===== config.mk =====
export PLATFORM = sky130hd
export DESIGN_NAME = uart_tx_fifo_drain
export DESIGN_NICKNAME = d
export VERILOG_FILES = /design/src/rtl/uart_pkg.sv /design/src/rtl/uart_baud_gen.sv /design/src/rtl/uart_tx_fifo_drain.sv
export SDC_FILE = /design/constraint.sdc
export NUM_CORES = 1
export LEC_CHECK = 0
export CAP_MARGIN = 5
export CELL_PAD_IN_SITES_DETAIL_PLACEMENT = 1
export CELL_PAD_IN_SITES_GLOBAL_PLACEMENT = 2
export CORE_UTILIZATION = 34
export CTS_BUF_LIST = sky130_fd_sc_hd__clkbuf_8 sky130_fd_sc_hd__clkbuf_16
export DETAILED_ROUTE_END_ITERATION = 6
export PLACE_DENSITY_LB_ADDON = 0.1
export SETUP_SLACK_MARGIN = 0.3
export SLEW_MARGIN = 20
export SYNTH_ARGS = -nofsm -noshare
export SYNTH_HDL_FRONTEND = slang
export SYNTH_SLANG_ARGS = --single-unit

===== constraint.sdc =====
create_clock -name clk -period 2.2 [get_ports clk]
set_input_delay 0.44 -clock clk [delete_from_list [all_inputs] [get_ports clk]]
set_output_delay 0.44 -clock clk [all_outputs]
set_load 0.005 [all_outputs]

===== src/rtl/uart_pkg.sv =====
`default_nettype none
// ============================================================================
// Module      : uart_pkg
// Description : Shared types and defaults for the UART transmit/receive path.
//               parity_e   - parity mode selector (none / odd / even)
//               tx_state_e - transmitter frame states
// Revision    : 1.0 - initial release
// ============================================================================
package uart_pkg;

  typedef enum logic [1:0] {
    PAR_NONE = 2'd0,
    PAR_ODD  = 2'd1,
    PAR_EVEN = 2'd2
  } parity_e;

  typedef enum logic [2:0] {
    IDLE  = 3'd0,
    START = 3'd1,
    DATA  = 3'd2,
    PAR   = 3'd3,
    STOP  = 3'd4
  } tx_state_e;

  // 100 MHz system clock / 115200 baud
  localparam int c_clks_per_bit_default = 868;

endpackage : uart_pkg
`default_nettype wire


===== src/rtl/uart_baud_gen.sv =====
`default_nettype none
// ============================================================================
// Module      : uart_baud_gen
// Description : Bit-period timer. Counts 0..CLKS_PER_BIT-1 and wraps; held at
//               zero while restart is high so the first bit after a restart
//               is always a full period.
// Ports       : clk         in  system clock
//               rst         in  synchronous reset, active-high
//               restart     in  hold/reload counter to 0
//               bit_end     out high in the last cycle of each bit period
//               bit_pre_end out high in the second-to-last cycle of each bit
//                               period (lets a user register a pulse that
//                               lands exactly on the last cycle)
// Revision    : 1.0 - initial release
// ============================================================================
module uart_baud_gen
  import uart_pkg::*;
#(
  parameter int CLKS_PER_BIT = c_clks_per_bit_default
) (
  input  logic clk,
  input  logic rst,
  input  logic restart,
  output logic bit_end,
  output logic bit_pre_end
);

  localparam int c_cnt_w = (CLKS_PER_BIT > 1) ? $clog2(CLKS_PER_BIT) : 1;
  localparam logic [c_cnt_w-1:0] c_last = c_cnt_w'(CLKS_PER_BIT - 1);
  localparam logic [c_cnt_w-1:0] c_pre  = c_cnt_w'(CLKS_PER_BIT - 2);
  localparam logic [c_cnt_w-1:0] c_one  = c_cnt_w'(1);

  logic [c_cnt_w-1:0] r_cnt;

  always_ff @(posedge clk) begin
    if (rst || restart) begin
      r_cnt <= '0;
    end else if (r_cnt == c_last) begin
      r_cnt <= '0;
    end else begin
      r_cnt <= r_cnt + c_one;
    end
  end

  assign bit_end     = (r_cnt == c_last);
  assign bit_pre_end = (r_cnt == c_pre);

endmodule : uart_baud_gen
`default_nettype wire


===== src/rtl/uart_tx_fifo_drain.sv =====
`default_nettype none
// ============================================================================
// Module      : uart_tx_fifo_drain
// Description : Reader end of a show-ahead TX FIFO. Pops one word per frame
//               and serialises it as a UART frame (start, DATA_BITS LSB
//               first, optional parity, STOP_BITS stop bits). Frames run
//               back-to-back while the FIFO has data and enable is high.
// Ports       : clk        in  system clock
//               rst        in  synchronous reset, active-high
//               enable     in  permits starting a new frame
//               fifo_q     in  FIFO head word (valid when fifo_empty=0)
//               fifo_empty in  FIFO empty flag
//               fifo_ren   out one-cycle pop strobe
//               tx         out serial line, idle high
//               busy       out high from the pop until the last stop bit ends
//               frame_done out pulse in the last cycle of the last stop bit
// Revision    : 1.0 - initial release
// ============================================================================
module uart_tx_fifo_drain
  import uart_pkg::*;
#(
  parameter int DATA_BITS    = 8,
  parameter int CLKS_PER_BIT = c_clks_per_bit_default,
  parameter int PARITY       = 0,
  parameter int STOP_BITS    = 1
) (
  input  logic                 clk,
  input  logic                 rst,
  input  logic                 enable,
  input  logic [DATA_BITS-1:0] fifo_q,
  input  logic                 fifo_empty,
  output logic                 fifo_ren,
  output logic                 tx,
  output logic                 busy,
  output logic                 frame_done
);

  localparam int c_bit_w = $clog2(DATA_BITS + 1);
  localparam logic [c_bit_w-1:0] c_data_last = c_bit_w'(DATA_BITS);
  localparam logic [c_bit_w-1:0] c_stop_last = c_bit_w'(STOP_BITS);
  localparam logic [c_bit_w-1:0] c_one       = c_bit_w'(1);
  localparam bit c_has_parity = (PARITY != int'(PAR_NONE));
  localparam bit c_odd_parity = (PARITY == int'(PAR_ODD));

  tx_state_e            r_state;
  logic [DATA_BITS-1:0] r_shift;
  logic [c_bit_w-1:0]   r_bit_cnt;
  logic                 r_par_bit;

  logic w_pop;
  logic w_restart;
  logic w_bit_end;
  logic w_bit_pre_end;
  logic w_par_next;
  logic w_last_stop;

  assign w_pop       = enable && !fifo_empty;
  // Counter is parked at zero in IDLE; every later state entry coincides
  // with a bit_end wrap, so each bit starts from a fresh count.
  assign w_restart   = (r_state == IDLE);
  // Parity of the word being latched equals parity of the latched word;
  // computing it here keeps the shift register free to shift.
  assign w_par_next  = c_odd_parity ? ~^fifo_q : ^fifo_q;
  assign w_last_stop = (r_state == STOP) && (r_bit_cnt == c_stop_last);

  uart_baud_gen #(
    .CLKS_PER_BIT (CLKS_PER_BIT)
  ) u_baud (
    .clk         (clk),
    .rst         (rst),
    .restart     (w_restart),
    .bit_end     (w_bit_end),
    .bit_pre_end (w_bit_pre_end)
  );

  always_ff @(posedge clk) begin
    if (rst) begin
      r_state    <= IDLE;
      r_shift    <= '0;
      r_bit_cnt  <= '0;
      r_par_bit  <= 1'b0;
      tx         <= 1'b1;
      fifo_ren   <= 1'b0;
      busy       <= 1'b0;
      frame_done <= 1'b0;
    end else begin
      fifo_ren   <= 1'b0;
      frame_done <= 1'b0;
      case (r_state)
        IDLE: begin
          tx        <= 1'b1;
          busy      <= 1'b0;
          r_bit_cnt <= '0;
          if (w_pop) begin
            fifo_ren  <= 1'b1;
            r_shift   <= fifo_q;
            r_par_bit <= w_par_next;
            tx        <= 1'b0;
            busy      <= 1'b1;
            r_state   <= START;
          end
        end

        START: begin
          if (w_bit_end) begin
            tx        <= r_shift[0];
            r_shift   <= r_shift >> 1;
            r_bit_cnt <= c_one;
            r_state   <= DATA;
          end
        end

        DATA: begin
          if (w_bit_end) begin
            if (r_bit_cnt == c_data_last) begin
              if (c_has_parity) begin
                tx      <= r_par_bit;
                r_state <= PAR;
              end else begin
                tx        <= 1'b1;
                r_bit_cnt <= c_one;
                r_state   <= STOP;
              end
            end else begin
              tx        <= r_shift[0];
              r_shift   <= r_shift >> 1;
              r_bit_cnt <= r_bit_cnt + c_one;
            end
          end
        end

        PAR: begin
          if (w_bit_end) begin
            tx        <= 1'b1;
            r_bit_cnt <= c_one;
            r_state   <= STOP;
          end
        end

        STOP: begin
          // Registered pulse: set one cycle early so it sits on the last cycle.
          if (w_last_stop && w_bit_pre_end) begin
            frame_done <= 1'b1;
          end
          if (w_bit_end) begin
            if (r_bit_cnt != c_stop_last) begin
              r_bit_cnt <= r_bit_cnt + c_one;
            end else if (w_pop) begin
              // Back-to-back: next start bit follows with no idle gap.
              fifo_ren  <= 1'b1;
              r_shift   <= fifo_q;
              r_par_bit <= w_par_next;
              r_bit_cnt <= '0;
              tx        <= 1'b0;
              r_state   <= START;
            end else begin
              tx        <= 1'b1;
              busy      <= 1'b0;
              r_bit_cnt <= '0;
              r_state   <= IDLE;
            end
          end
        end

        default: begin
          tx        <= 1'b1;
          busy      <= 1'b0;
          r_bit_cnt <= '0;
          r_state   <= IDLE;
        end
      endcase
    end
  end

endmodule : uart_tx_fifo_drain
`default_nettype wire


# Yosys cells after proc, flatten, opt, wreduce, memory -nomap -nowiden
# Cells that the tools add are included.
classes:
  addsub: 2
  eq_ne: 19
  muxes: 39
  bitwise_logic: 2
  n_reduce_logical: 16
op_table:
  columns: ["cell", "count"]
  rows:
  - ["8-bit 2-to-1 mux", 6]
  - ["8-bit one-hot mux with 4 select lines", 1]
  - ["3-bit 2-to-1 mux", 7]
  - ["10-bit equality test, second input constant", 2]
  - ["4-bit 2-to-1 mux", 5]
  - ["1-bit 2-to-1 mux", 15]
  - ["3-bit one-hot mux with 5 select lines", 1]
  - ["4-bit one-hot mux with 3 select lines", 1]
  - ["10-bit by 1-bit adder with 10-bit output, second input constant", 1]
  - ["2-bit by 1-bit inequality test with 1-bit output, second input constant", 5]
  - ["2-bit inequality test, second input constant", 5]
  - ["7-bit AND reduction", 1]
  - ["3-bit by 2-bit equality test with 1-bit output, second input constant", 2]
  - ["6-bit AND reduction", 1]
  - ["2-bit OR reduction", 3]
  - ["1-bit one-hot mux with 5 select lines", 1]
  - ["5-bit AND reduction", 1]
  - ["4-bit by 1-bit adder with 4-bit output, second input constant", 1]
  - ["4-bit by 1-bit equality test with 1-bit output, second input constant", 1]
  - ["4-bit equality test, second input constant", 1]
  - ["4-bit by 1-bit inequality test with 1-bit output, second input constant", 1]
  - ["4-bit AND reduction", 1]
  - ["4-bit nonzero test", 1]
  - ["3-bit by 1-bit equality test with 1-bit output, second input constant", 1]
  - ["10 further kinds", 13]
totals:
  reg_bits: 29
  inputBits: 12
  out_inout_bits: 4
  word_cells: 86

# Logic depth before layout (Yosys ltp)
logic_depth:
  word_depth: 6
  depth_mapped: 8
  mapped_depth_nobuf: 7

# Hierarchy
# Synthesis repeated with hierarchy kept, for this count alone.
hier_totals:
  cells_unflattened: 189
  area_unflattened_um2: 1680.4
modules_own_cells:
  columns: ["module", "instances", "cells_each", "area_per_inst_um2", "seq_area_each_um2"]
  rows:
  - ["uart_tx_fifo_drain", 1, 136, 1208.7, 380.4]
  - ["uart_baud_gen", 1, 53, 471.7, 200.2]

# Worst setup path before layout
# OpenSTA, ideal clock, no wires.
synth_path:
  path_kind: "register -> register"
  startpoint: "reg r_state[2]"
  endpoint: "reg r_shift[3]"
  setup_ns: 0.070
  t_arrival_ns: 1.714
  t_required_ns: 2.130
  path_slack_ns: 0.416
  stages_incl_launch_ff: 8
  path_buffers: 3
  period_less_slack_ns: 1.784
  cell_sequence: "dfxtp_1 > clkbuf_1 > nand2b_1 > buf_2 > o31a_1 > buf_6 > or3_1 > a21oi_1"
synth_via:
  elab_chain_cells: 3
  word_cells_on_any_way: 12
  cone_classes: "eq/ne (8); mux (1); reduce/logical (3)"
synth_lines:
  columns: ["element", "line_no", "rtl"]
  rows:
  - ["start: declaration", "uart_tx_fifo_drain.sv:45", "tx_state_e r_state;"]
  - ["start signal: assignment", "uart_tx_fifo_drain.sv:78", "r_state <= IDLE;"]
  - ["start signal: assignment", "uart_tx_fifo_drain.sv:100", "r_state <= START;"]
  - ["start signal: assignment", "uart_tx_fifo_drain.sv:109", "r_state <= DATA;"]
  - ["3-bit by 2-bit equality test with 1-bit output (tied with other cells)", "uart_tx_fifo_drain.sv:89", "case (r_state)"]
  - ["2-bit inequality test (no line) (tied with other cells)", null, null]
  - ["6-bit AND reduction (no line)", null, null]
  - ["end signal: assignment", "uart_tx_fifo_drain.sv:96", "r_shift <= fifo_q;"]
  - ["end signal: assignment", "uart_tx_fifo_drain.sv:107", "r_shift <= r_shift >> 1;"]
  - ["end signal: assignment", "uart_tx_fifo_drain.sv:126", "r_shift <= r_shift >> 1;"]
  - ["end: declaration", "uart_tx_fifo_drain.sv:46", "logic [DATA_BITS-1:0] r_shift;"]
# Several ways; a longest one is shown, not always the timed one.
# A chain may end at the register's enable or synchronous reset.

# Worst setup path in the final report
layout_path:
  startpoint: "reg u_baud.r_cnt[3]"
  endpoint: "reg r_shift[2]"
layout_via:
  elab_chain_cells: 3
  word_cells_on_any_way: 5
  cone_classes: "eq/ne (4); reduce/logical (1)"
layout_lines:
  columns: ["element", "line_no", "rtl"]
  rows:
  - ["start: declaration", "uart_baud_gen.sv:33", "logic [c_cnt_w-1:0] r_cnt;"]
  - ["start signal: assignment", "uart_baud_gen.sv:41", "r_cnt <= r_cnt + c_one;"]
  - ["10-bit equality test (*)", "uart_baud_gen.sv:45", "assign bit_end = (r_cnt == c_last);"]
  - ["2-bit by 1-bit inequality test with 1-bit output (no line)", null, null]
  - ["6-bit AND reduction (no line) (*)", null, null]
# Every way passes the cells marked *; elsewhere a longest branch is shown, timed or not.

==> key figures <==
Run status
  – Status: completed

Floorplanning
  – Die H: 68.6 um
  – Initial Util: 0.364
  – Die Area: 0.00471 mm^2
  – Core area: 0.00414 mm^2
  – Chip width: 68.6 um
  – IO Count: 16
  – Floorplan row count: 23

Worst setup path
  – Worst path max stage delay: 440 ps
  – Worst path cell trace: nor4_4 -> nand4_1 -> o31a_2 -> or3_1 -> a21oi_1
  – CP Data Arrival Time: 2100 ps
  – CP Data Required Time: 2400 ps
  – Slowest stage cell, crit path: o31a_2
  – Startpoint types: register
  – CP Class: reg2reg
  – CP Max Fanout: 6
  – Worst path bufs/invs: 0
  – Crit path capture type: register
  – Reg2reg end: r_shift[2]$_SDFFE_PP0P_
  – Reg-to-Reg Start: u_baud.r_cnt[3]$_SDFF_PP0_
  – Reg2Reg Setup Slack: 310 ps
  – Crit path max-delay family: simple AND/OR/NAND/NOR gates
  – CP startpoint: u_baud.r_cnt[3]$_SDFF_PP0_
  – FF-to-FF path depth: 5

Synth
  – Mapped Cells: 175
  – Mapped Area: 0.00151 mm^2
  – Synth warnings: 0
  – Ys flop type: dfxtp_1
  – Yosys cell types: 42
  – Syn avg cell area: 8.63 um^2
  – #FFs+latches synth: 29
  – Post-synth ARST share: 0
  – Seq/Total Area, Yosys: 0.384
  – Post-synth EDFFs: 0
  – Net Count, Synth: 192

Pwr
  – Power share of the clock group: 0.418
  – Combinational Power Share: 0.106
  – Net Sw Frac: 0.229
  – Max IR drop VDD: 0.194 mV
  – Leak: 0.735 nW
  – Sequential share of power: 0.477
  – P_int: 887 uW
  – Pwr Density: 593 mW/mm^2
  – Sw Pwr: 263 uW

Timing
  – Final worst slack: 306 ps
  – Setup TNS: 0 ps
  – Setup violations, final: 0
  – Highest clock rate: 528 MHz
  – Period utilization: 0.861
  – Min cycle time layout: 1890 ps
  – RSZ-0062 raised after global routing: yes
  – Skew final: 5.92 ps
  – Final Hold Viols: 0
  – Max Slew Vio Count: 0
  – Worst Tran Pin Value: 365 ps
  – Worst slew margin: 0.750
  – Hold Slack: 496 ps

Layout
  – Layout Nets: 219
  – Commonest non-fill, non-tap cell in the layout: dfxtp_1
  – ANT cells: 0
  – Final instance area: 0.00194 mm^2
  – Area delta synth->final: 28.4%
  – Layout cell share with drive strength beyond 1: 0.192
  – Most frequent cells in the layout: dfxtp_1 (25), nor2_1 (20), clkdlybuf4s50_1 (15)
  – Util after Layout: 0.468

Detailed routing
  – WL final: 3860 um
  – DR vias/cell: 5.40
  – Post-DRT Antenna Nets: 0
  – Drt pass-1 iters: 4
  – 1st-iter DRT viols: 60
  – Drc violations: 0
  – Average wire per standard cell: 15.2 um
  – Vias: 1367

Clock network
  – Post-CTS Hold Buffers: 0
  – CTS sink cnt: 29
  – Clock insertion delay at the later pin of the skew report: 270 ps
  – Clk root buf: clkbuf_8
  – Clk slew on worst S/H paths: 60 ps
  – Clock buffer count from CTS: 5
  – CTS tree: done
  – Max clock buf depth: 2
  – CTS HTree Levels: 2

Job
  – Max cap viols: 0

Global route
  – Largest net degree at the start of global routing: 20
  – Global route overflow: 0
  – Number of global-route vias before repair: 1284
  – Initial antenna violation count: 0
  – First-pass GRT wire length: 5930 um
  – Total GRT Usage: 0.173

Hold path
  – Hold path cells: 1
  – Hold Crit Start: u_baud.r_cnt[0]$_SDFF_PP0_
  – HP Class: reg2reg
  – Hold endpoint: u_baud.r_cnt[0]$_SDFF_PP0_

Placed design
  – PortBufs: 15
  – Post-DP HPWL: 2650 um
  – Placement Setup Slack: 151 ps
  – Placed Instance Area: 0.00174 mm^2
  – Placer Congestion: 0.722
## cells by family after synthesis
family / synth area share
compound gates: 0.164
buf+inv: 0.0447
xor+xnor: 0.0580
fa+ha+maj: 0.0414
flops: 0.384
simple gates: 0.254
mux: 0.0530
## repair_timing
action,4_1_cts,5_1_grt
pin swaps,1,20
endpoints found under the setup margin,8,11
buffers inserted,3,2
endpoints found under the hold margin,0,0
gates cloned,0,1
gates resized for setup,5,12
## layer usage
layer / vias to the layer above / GRT usage / part of all wire
met5: - / 0 / 0
met3: 7 / 0.0395 / 0.020
met4: 0 / 0.0703 / 0.013
li1: 675 / - / -
met1: 672 / 0.219 / 0.48
met2: 13 / 0.282 / 0.49
## power groups by stage
stage / Clock (mW) / Sequential (mW) / Combinational (mW)
floorplan: 0 / 0.557 / 0.0664
global placement: 0 / 0.561 / 0.103
detailed placement: 0 / 0.562 / 0.106
CTS: 0.497 / 0.550 / 0.113
global route: 0.530 / 0.550 / 0.132
finish: 0.480 / 0.548 / 0.121
## how the worst max path moves through the flow
| stage | cells after the start | slack (ps) | endpoint |
|---|---|---|---|
| 2_1_floorplan | 7 | 420 | r_shift[3]$_SDFFE_PP0P_ |
| 5_1_grt | 5 | 220 | r_shift[2]$_SDFFE_PP0P_ |
| 3_5_place_dp | 8 | 150 | r_shift[5]$_SDFFE_PP0P_ |
| 4_1_cts | 5 | 280 | r_shift[5]$_SDFFE_PP0P_ |
| 3_3_place_gp | 5 | 250 | r_shift[5]$_SDFFE_PP0P_ |
| 6_report | 5 | 310 | r_shift[2]$_SDFFE_PP0P_ |
## registers in the layout, indices dropped and copies added, names as in the netlist
name and cells:
fifo_ren 1, r_bit_cnt 4, r_state 3, busy 1, tx 1, r_shift 8, frame_done 1, u_baud.r_cnt 10
## worst reg2reg max path: stages (launching register included)
cell     delay (ps)
dfxtp_4         360
nor4_4          320
nand4_1         250
o31a_2          440
or3_1           320
a21oi_1         140
## cells in the mapped netlist, types with 4 or more instances
master / n / area, um^2
a21oi_1: 15 / 75.1
and3_1: 4 / 25.0
clkbuf_1: 5 / 18.8
dfxtp_1: 29 / 581
ha_1: 5 / 62.6
inv_1: 4 / 15.0
mux2i_1: 8 / 80.1
nand2_1: 7 / 26.3
nand2b_1: 4 / 25.0
nor2_1: 20 / 75.1
o21ai_0: 4 / 20.0
o21ai_1: 10 / 50.1
or3_1: 9 / 56.3
xnor2_1: 6 / 52.6
xor2_1: 4 / 35.0
## final cells by class
class                      instances  area (um^2)
clock inverter                     1         5.00
multi-input combinational        133          911
fill                             511         2200
timing repair buffer              29          259
clock buffer                       7         96.3
tap                               50         62.6
sequential                        29          591
inverter                           4         15.0
## through the flow
stage                     std cells  power [mW]
final                           253        1.15
after global routing            253        1.21
after CTS                       250        1.16
after detailed placement        239       0.668
after global placement          239       0.664
after floorplan                 175       0.623
Power figures use the tool's default switching activity.
